`src/rtl/alu_op_dispatch_if.sv`:
```
// rtl/alu_op_dispatch_if.sv - command and result handshake bundle for alu_op_dispatch
interface alu_op_dispatch_if;
    logic        in_valid;
    logic        in_ready;
    logic [1:0]  op;
    logic [7:0]  x;
    logic [7:0]  y;
    logic        out_valid;
    logic        out_ready;
    logic [15:0] result;
    logic [3:0]  flags;

    // master: the environment issuing commands and consuming results
    modport master (
        output in_valid, op, x, y, out_ready,
        input  in_ready, out_valid, result, flags
    );

    // slave: the dispatch block itself
    modport slave (
        input  in_valid, op, x, y, out_ready,
        output in_ready, out_valid, result, flags
    );
endinterface

```
`src/rtl/alu_op_dispatch.sv`:
```
// rtl/alu_op_dispatch.sv - ALU command dispatch to add/sub/mul/div units (optional WAIT timeout via ALU_TIMEOUT_EN)
module alu_op_dispatch #(
    parameter int TIMEOUT_CYC = 32,
    parameter int SETTLE_CYC  = 1
) (
    input  logic             clk,
    input  logic             rst,
    alu_op_dispatch_if.slave bus,
    output logic [7:0]       opnd_x,
    output logic [7:0]       opnd_y,
    input  logic [7:0]       add_z,
    input  logic             add_cout,
    input  logic             add_ovr,
    input  logic [7:0]       sub_b,
    input  logic             sub_bout,
    output logic             mul_start,
    input  logic             mul_done,
    input  logic [15:0]      mul_res,
    output logic             div_start,
    input  logic             div_done,
    input  logic [7:0]       div_cat,
    input  logic [7:0]       div_rest
);
    localparam logic [1:0] OP_ADD = 2'b00;
    localparam logic [1:0] OP_SUB = 2'b01;
    localparam logic [1:0] OP_MUL = 2'b10;
    localparam logic [1:0] OP_DIV = 2'b11;
    // one counter serves both the add/sub settle countdown and the mul/div timeout count
    localparam int CMAX = (TIMEOUT_CYC > SETTLE_CYC) ? TIMEOUT_CYC : SETTLE_CYC;
    localparam int CW   = (CMAX < 2) ? 1 : $clog2(CMAX + 1);

    typedef enum logic [1:0] {IDLE, ISSUE, WAIT, RESP} state_t;

    state_t         state_q, state_d;
    logic [1:0]     op_q, op_d;
    logic [CW-1:0]  cnt_q, cnt_d;
    logic [7:0]     opnd_x_d, opnd_y_d;
    logic           mul_start_d, div_start_d;
    logic           in_ready_q, in_ready_d;
    logic           out_valid_q, out_valid_d;
    logic [15:0]    result_q, result_d;
    logic [3:0]     flags_q, flags_d;
    logic           capture;
    logic           timeout;
    logic           div_zero;

    assign div_zero      = (op_q == OP_DIV) && (opnd_y == 8'h00);
    assign bus.in_ready  = in_ready_q;
    assign bus.out_valid = out_valid_q;
    assign bus.result    = result_q;
    assign bus.flags     = flags_q;

    // state and all registered outputs
    always_ff @(posedge clk or negedge rst) begin
        if (!rst) begin
            state_q     <= IDLE;
            op_q        <= OP_ADD;
            cnt_q       <= '0;
            opnd_x      <= 8'h00;
            opnd_y      <= 8'h00;
            mul_start   <= 1'b0;
            div_start   <= 1'b0;
            in_ready_q  <= 1'b1;
            out_valid_q <= 1'b0;
            result_q    <= 16'h0000;
            flags_q     <= 4'h0;
        end else begin
            state_q     <= state_d;
            op_q        <= op_d;
            cnt_q       <= cnt_d;
            opnd_x      <= opnd_x_d;
            opnd_y      <= opnd_y_d;
            mul_start   <= mul_start_d;
            div_start   <= div_start_d;
            in_ready_q  <= in_ready_d;
            out_valid_q <= out_valid_d;
            result_q    <= result_d;
            flags_q     <= flags_d;
        end
    end

    // next state: only the done of the unit matching the latched op is looked at
    always_comb begin
        state_d = state_q;
        capture = 1'b0;
        timeout = 1'b0;
        case (state_q)
            IDLE:  if (bus.in_valid) state_d = ISSUE;
            ISSUE: state_d = div_zero ? RESP : WAIT;
            WAIT: begin
                case (op_q)
                    OP_MUL:  capture = mul_done;
                    OP_DIV:  capture = div_done;
                    default: capture = (cnt_q == '0);
                endcase
`ifdef ALU_TIMEOUT_EN
                // a done on the expiry cycle takes priority over the timeout
                timeout = !capture && op_q[1] && (cnt_q == CW'(TIMEOUT_CYC - 1));
`endif
                if (capture || timeout) state_d = RESP;
            end
            RESP:  if (bus.out_ready) state_d = IDLE;
            default: state_d = IDLE;
        endcase
    end

    // next values of the registered outputs
    always_comb begin
        op_d        = op_q;
        cnt_d       = cnt_q;
        opnd_x_d    = opnd_x;
        opnd_y_d    = opnd_y;
        mul_start_d = 1'b0;
        div_start_d = 1'b0;
        result_d    = result_q;
        flags_d     = flags_q;
        in_ready_d  = (state_d == IDLE);
        out_valid_d = (state_d == RESP);
        case (state_q)
            IDLE: if (bus.in_valid) begin
                op_d        = bus.op;
                opnd_x_d    = bus.x;
                opnd_y_d    = bus.y;
                // start is registered so it is high exactly during the ISSUE cycle
                mul_start_d = (bus.op == OP_MUL);
                div_start_d = (bus.op == OP_DIV) && (bus.y != 8'h00);
            end
            ISSUE: begin
                cnt_d = op_q[1] ? '0 : CW'(SETTLE_CYC - 1);
                if (div_zero) begin
                    result_d = {8'hFF, opnd_x};
                    flags_d  = 4'b0100;
                end
            end
            WAIT: begin
                if (capture) begin
                    case (op_q)
                        OP_ADD: begin
                            result_d = {8'h00, add_z};
                            flags_d  = {2'b00, add_ovr, add_cout};
                        end
                        OP_SUB: begin
                            result_d = {8'h00, sub_b};
                            flags_d  = {3'b000, sub_bout};
                        end
                        OP_MUL: begin
                            result_d = mul_res;
                            flags_d  = 4'h0;
                        end
                        default: begin
                            result_d = {div_cat, div_rest};
                            flags_d  = 4'h0;
                        end
                    endcase
                end else if (timeout) begin
                    result_d = 16'h0000;
                    flags_d  = 4'b1000;
                end else if (!op_q[1]) begin
                    cnt_d = cnt_q - 1'b1;
                end
`ifdef ALU_TIMEOUT_EN
                else begin
                    cnt_d = cnt_q + 1'b1;
                end
`endif
            end
            default: ;
        endcase
    end
endmodule

```
`src/flat_wrapper.sv`:
```
// flat-port wrapper written by rule: the top's interface ports become plain ports
module alu_op_dispatch_flat 
#(
    parameter int TIMEOUT_CYC = 32,
    parameter int SETTLE_CYC  = 1
)
  (clk, rst, opnd_x, opnd_y, add_z, add_cout, add_ovr, sub_b, sub_bout, mul_start, mul_done, mul_res, div_start, div_done, div_cat, div_rest, bus_in_valid, bus_op, bus_x, bus_y, bus_out_ready, bus_in_ready, bus_out_valid, bus_result, bus_flags);
  alu_op_dispatch_if bus_i ();
  input  logic clk;
  input  logic rst;
  output logic [7:0] opnd_x;
  output logic [7:0] opnd_y;
  input  logic [7:0] add_z;
  input  logic add_cout;
  input  logic add_ovr;
  input  logic [7:0] sub_b;
  input  logic sub_bout;
  output logic mul_start;
  input  logic mul_done;
  input  logic [15:0] mul_res;
  output logic div_start;
  input  logic div_done;
  input  logic [7:0] div_cat;
  input  logic [7:0] div_rest;
  input wire logic [$bits(bus_i.in_valid)-1:0] bus_in_valid;
  input wire logic [$bits(bus_i.op)-1:0] bus_op;
  input wire logic [$bits(bus_i.x)-1:0] bus_x;
  input wire logic [$bits(bus_i.y)-1:0] bus_y;
  input wire logic [$bits(bus_i.out_ready)-1:0] bus_out_ready;
  output wire logic [$bits(bus_i.in_ready)-1:0] bus_in_ready;
  output wire logic [$bits(bus_i.out_valid)-1:0] bus_out_valid;
  output wire logic [$bits(bus_i.result)-1:0] bus_result;
  output wire logic [$bits(bus_i.flags)-1:0] bus_flags;
  assign bus_i.in_valid = bus_in_valid;
  assign bus_i.op = bus_op;
  assign bus_i.x = bus_x;
  assign bus_i.y = bus_y;
  assign bus_i.out_ready = bus_out_ready;
  assign bus_in_ready = bus_i.in_ready;
  assign bus_out_valid = bus_i.out_valid;
  assign bus_result = bus_i.result;
  assign bus_flags = bus_i.flags;
  alu_op_dispatch #(.TIMEOUT_CYC(TIMEOUT_CYC), .SETTLE_CYC(SETTLE_CYC)) u_core (.clk(clk), .rst(rst), .bus(bus_i), .opnd_x(opnd_x), .opnd_y(opnd_y), .add_z(add_z), .add_cout(add_cout), .add_ovr(add_ovr), .sub_b(sub_b), .sub_bout(sub_bout), .mul_start(mul_start), .mul_done(mul_done), .mul_res(mul_res), .div_start(div_start), .div_done(div_done), .div_cat(div_cat), .div_rest(div_rest));
endmodule
```
`config.mk`:
```
export PLATFORM = sky130hd
export DESIGN_NAME = alu_op_dispatch_flat
export DESIGN_NICKNAME = d
export VERILOG_FILES = /design/src/rtl/alu_op_dispatch_if.sv /design/src/rtl/alu_op_dispatch.sv /design/src/flat_wrapper.sv
export SDC_FILE = /design/constraint.sdc
export NUM_CORES = 1
export LEC_CHECK = 0
export ABC_CLOCK_PERIOD_IN_PS = 2800
export CORE_MARGIN = 1.5
export CORE_UTILIZATION = 42
export CTS_CLUSTER_DIAMETER = 80
export CTS_CLUSTER_SIZE = 30
export DETAILED_ROUTE_END_ITERATION = 10
export GPL_ROUTABILITY_DRIVEN = 0
export PLACE_DENSITY = 0.86
export SYNTH_ARGS = -nofsm -noshare
export SYNTH_HDL_FRONTEND = slang
export SYNTH_SLANG_ARGS = --single-unit
```
`constraint.sdc`:
```
create_clock -name clk -period 2.8 [get_ports clk]
set_input_delay 0.28 -clock clk [delete_from_list [all_inputs] [get_ports clk]]
set_output_delay 0.28 -clock clk [all_outputs]
set_load 0.01 [all_outputs]
```
* Word level (Yosys, flattened, before mapping)
Cells that the tools add are included.
** Storage, ports and cells
- Register bits :: 50
- Bits of input ports :: 75
- Output and inout port bits :: 40
- Logic and storage cells :: 60
** Operators by class
- Add/subtract/negate cells :: 1
- Equal/unequal tests :: 13
- Mux-type cells :: 23
- Reduce and logical (&&, ||, !) cells :: 12
** Operators by type and width (number)
- $pmux 16 s3 :: 1
- $mux 16 :: 2
- $pmux 16 s2 :: 1
- $eq 2x2->1 const B :: 7
- $mux 6 :: 2
- $pmux 6 s2 :: 1
- $logic_not 8->1 :: 1
- $mux 4 :: 2
- $pmux 2 s4 :: 1
- $pmux 4 s2 :: 1
- $reduce_bool 8->1 :: 1
- $mux 1 :: 7
- $logic_not 2->1 :: 3
- $logic_not 6->1 :: 1
- $mux 2 :: 3
- $reduce_and 3->1 :: 2
- $sub 6x1->6 const B :: 1
- $eq 2x1->1 const B :: 2
- $ne 2x1->1 const B :: 2
- $ne 2x2->1 const B :: 2
- $pmux 2 s2 :: 1
- $logic_and 1x1->1 :: 2
- $pmux 1 s2 :: 1
- $reduce_and 2->1 :: 1
- $reduce_bool 2->1 :: 1

* Depth between registers and ports, before layout
- Word-level depth :: 6
- Mapped depth :: 8
- Mapped depth without buffers :: 6

* Least setup slack after synthesis
OpenSTA, ideal clock, no wires.
- Path kind :: reg-to-reg
- From :: register u_core.state_q[1]
- To :: register u_core.flags_q[1] (netlist: u_core.bus.flags[1])
- Library setup time :: 0.078 ns
- Data arrival time :: 2.045 ns
- Required time :: 2.722 ns
- Setup slack :: 0.677 ns
- Stages on the path, launching flop included :: 8
- Buffers on the path :: 1
- Clock period less this slack :: 2.123 ns
- Cell sequence :: dfrtp_1 inv_1 ha_1 clkbuf_1 and4b_1 a22oi_2 or4b_2 o2bb2ai_1
** Between the ends
- Cells in the longest elaborated chain, start to end :: 4
- Elaborated cells between the ends (all ways) :: 8
- Those cells by class :: eq/ne (4); mux (2); reduce/logical (2)
** RTL lines
- start: declaration :: RTL line alu_op_dispatch.sv:34 : state_t state_q, state_d;
- start signal: assignment :: RTL line alu_op_dispatch.sv:68 : state_q <= state_d;
- $eq 2x2->1 :: RTL line alu_op_dispatch.sv:87, alu_op_dispatch.sv:119
- $mux 1 :: RTL line alu_op_dispatch.sv:87 : case (state_q)
- $ne 2x1->1 (no line)
- $reduce_and 3->1 (no line)
- end signal: assignment :: RTL line alu_op_dispatch.sv:78 : flags_q <= flags_d;
- end: declaration :: RTL line alu_op_dispatch.sv:42 : logic [3:0] flags_q, flags_d;
Parallel ways exist; a longest one is shown, timed or not.
A chain may end at the register's enable or synchronous reset.

* Final worst setup path
Same ends and word-level chain as after synthesis.

==> metrics <==
# IOs=115; root buf cell=clkbuf_8; Hold Path Class=primary input to async pin; first-pass GRT wire length=10,600 µm; Max Slew Vio Count=0; Hold WS=about 0.17 ns; top_reg_cell synth=dfrtp_1; post-synthesis simple-gate area fraction=11.1%; via count=between 2,000 and 2,500; sequential share of the synthesized area=46.8%; Max VDD drop=0.000552 V; most frequent cells in the layout=112 x clkdlybuf4s50_1, 48 x dfrtp_1, 26 x mux2_2; Syn Area/Cell=roughly 12 µm²; gate count after technology mapping=around 230; crit-path max FO=10; post-synthesis cell area=between 2000 and 3000 µm²; status=completed; TritonCTS clock tree=yes; post-synthesis mux area share=between 20% and 30%; Synthesized Nets=roughly 300; Tot GR Track Use=between 20% and 30%; Die H=82.0 µm; Synth Register Bits=49; Area growth, synth to finish=49.6%; clock-pin slew on the worst setup and hold paths=around 0.10 ns; MaxCap Viol Count=0; Leak Pwr=between 0.0015 and 0.002 µW; RSZ-0062 raised after global routing=no; Worst setup SP type=register; Synth Area in XOR/XNOR=0%; largest family of logic cells by synthesized area=multiplexers; Post-CTS Hold Buffers=0; WL final=roughly 6500 µm; clock sinks=49; Initial Util=a little over two fifths; Final min period=between 2 and 2.5 ns; commonest non-fill, non-tap cell in the layout=clkdlybuf4s50_1; worst-margin pin slew=~1.1 ns; crit end category=register; Pwr Density=around 1000 nW/µm²; CTS Buffer Depth=2; post_cts resized=0; reg2reg setup slack=between 0.5 and 0.6 ns; IO buf count=113; CP required=3.02 ns; Synthesis Warnings=0; Final Skew=around 0.011 ns; R2R Path End=u_core.bus.flags[1]$_DFFE_PN0P_; iteration count of the initial detailed-routing pass=4; diodes inserted=0; clock latency on the worst-skew pair=0.30 ns; Remaining DRCs=0; number of distinct library cells after synthesis=between 40 and 50; Final HPWL DP=around 4900 µm; postcts setup bufs=0; Synth Area in Compound Gates=a little under an eighth; critical path class=register to register; reg2reg path depth=6; Final Cycle Share=about four fifths; Post-synth EDFFs=0; worst reg2reg startpoint=u_core.state_q[1]$_DFF_PN0_; ANT nets after route=0; Final Hold Viols=0; FMAX=between 400 and 500 MHz; vias in the first global route=around 2,100; Die X-Extent=82.0 µm; share of layout cells above drive strength 1=between 10% and 20%; WL/cell=15.8 µm; area of the die=roughly 6700 µm²; via/cell ratio=about 5.4; critical path arrival=roughly 2.5 ns; Num CTS Buffers=5; # nets final=between 400 and 500; Core ar.=5990 µm²; async set or reset register ratio after synthesis=100%; Synth Area in Adders=~2.4%; H-tree levels=2; Starting DRT DRC Count=151; initial antenna violation count=0; final setup fails=0; largest net degree at the start of global routing=50; total gr overflow=0; setup total negative slack=0 ns; Rows=28; Slew HR=between 20% and 30%
[worst max path at each step]
| stage | startpoint | end | depth (start not counted) |
|---|---|---|---|
| floorplan | u_core.state_q[1]$_DFF_PN0_ | u_core.bus.flags[1]$_DFFE_PN0P_ | 7 |
| finish | u_core.state_q[1]$_DFF_PN0_ | u_core.bus.flags[1]$_DFFE_PN0P_ | 6 |
| detailed placement | u_core.cnt_q[0]$_DFFE_PN0P_ | u_core.bus.result[2]$_DFFE_PN0P_ | 7 |
| global placement | u_core.state_q[1]$_DFF_PN0_ | u_core.bus.flags[1]$_DFFE_PN0P_ | 6 |
| global route | u_core.state_q[1]$_DFF_PN0_ | u_core.bus.flags[1]$_DFFE_PN0P_ | 6 |
| CTS | u_core.state_q[1]$_DFF_PN0_ | u_core.bus.flags[1]$_DFFE_PN0P_ | 6 |
[per-stage QoR]
| step | worst slack, ns | instances | total power, µW | utilization, % | area [µm²] |
|---|---|---|---|---|---|
| 2_1_floorplan | 0.677 | 225 | 2470 | - | 2620 |
| 3_3_place_gp | 0.668 | 405 | 3320 | 63.6 | 3810 |
| 3_5_place_dp | 0.596 | 405 | 3380 | 63.6 | 3810 |
| 4_1_cts | 0.563 | 413 | 3900 | 65.5 | 3930 |
| 5_1_grt | 0.355 | 413 | 4130 | 65.5 | 3930 |
| 6_report | 0.561 | 413 | 3870 | 65.5 | 3930 |
[worst max-delay path, stage by stage, from the launching register on]
cell and delay [ns]:
dfrtp_1 0.42, inv_1 0.08, ha_1 0.44, and4b_1 0.25, a22oi_2 0.14, or4b_2 0.66
o2bb2ai_1 0.16
[layer usage]
layer	GRT usage (%)	part of all wire (%)	wire length [µm]
met1	27.5	42	2730
met2	35.3	50	3270
met3	4.11	7.3	477
met4	5.08	0.67	44
met5	0	0	0
[area by class of cell]
type | instances | area [µm²]
fillers | 442 | 2060
multi-input cells | 145 | 1250
flip-flops and latches | 49 | 1230
repair buffers | 120 | 1180
well taps | 75 | 93.8
clock buffers | 5 | 68.8
inverters | 16 | 60.1
clock inverters | 3 | 46.3
[power breakdown]
group | total [µW] | internal, µW | switching, µW
registers | 1230 | 1010 | 221
logic | 2130 | 1170 | 958
clock network | 510 | 267 | 243
[registers in the layout (all words and copies together), names as in the netlist]
| register | flops |
|---|---|
| u_core.mul_start | 1 |
| u_core.bus.out_valid | 1 |
| u_core.bus.in_ready | 1 |
| u_core.state_q | 2 |
| u_core.opnd_x | 8 |
| u_core.op_q | 2 |
| u_core.div_start | 1 |
| u_core.opnd_y | 8 |
| u_core.bus.result | 16 |
| u_core.bus.flags | 3 |
| u_core.cnt_q | 6 |
[kinds of logic after synthesis]
family,Yosys count
AND/OR/NAND/NOR,52
flip-flops,49
multiplexers,45
AO/OA/AOI/OAI,42
buffers and inverters,31
adder cells (fa/ha/maj),5
other,1
[synth_stat cells, types with 2 or more instances]
library cell	number	area share (%)
o2bb2ai_1	2	0.67
o31ai_1	2	0.57
buf_6	2	0.86
inv_1	16	2.3
nor2_1	5	0.72
clkbuf_1	6	0.86
nor2b_1	2	0.48
mux2_2	26	11
a21oi_1	2	0.38
mux2i_1	10	3.8
mux4_2	8	6.9
a31oi_1	3	0.72
ha_1	5	2.4
nand3_1	4	0.76
nor4_1	5	1.2
a22oi_2	2	0.95
nand2_1	8	1.1
buf_2	4	0.76
nor3_1	21	4.0
o21ai_0	12	2.3
a211oi_1	8	2.3
o22ai_1	2	0.48
dfrtp_1	48	46
(Power assumes the default switching activity.)
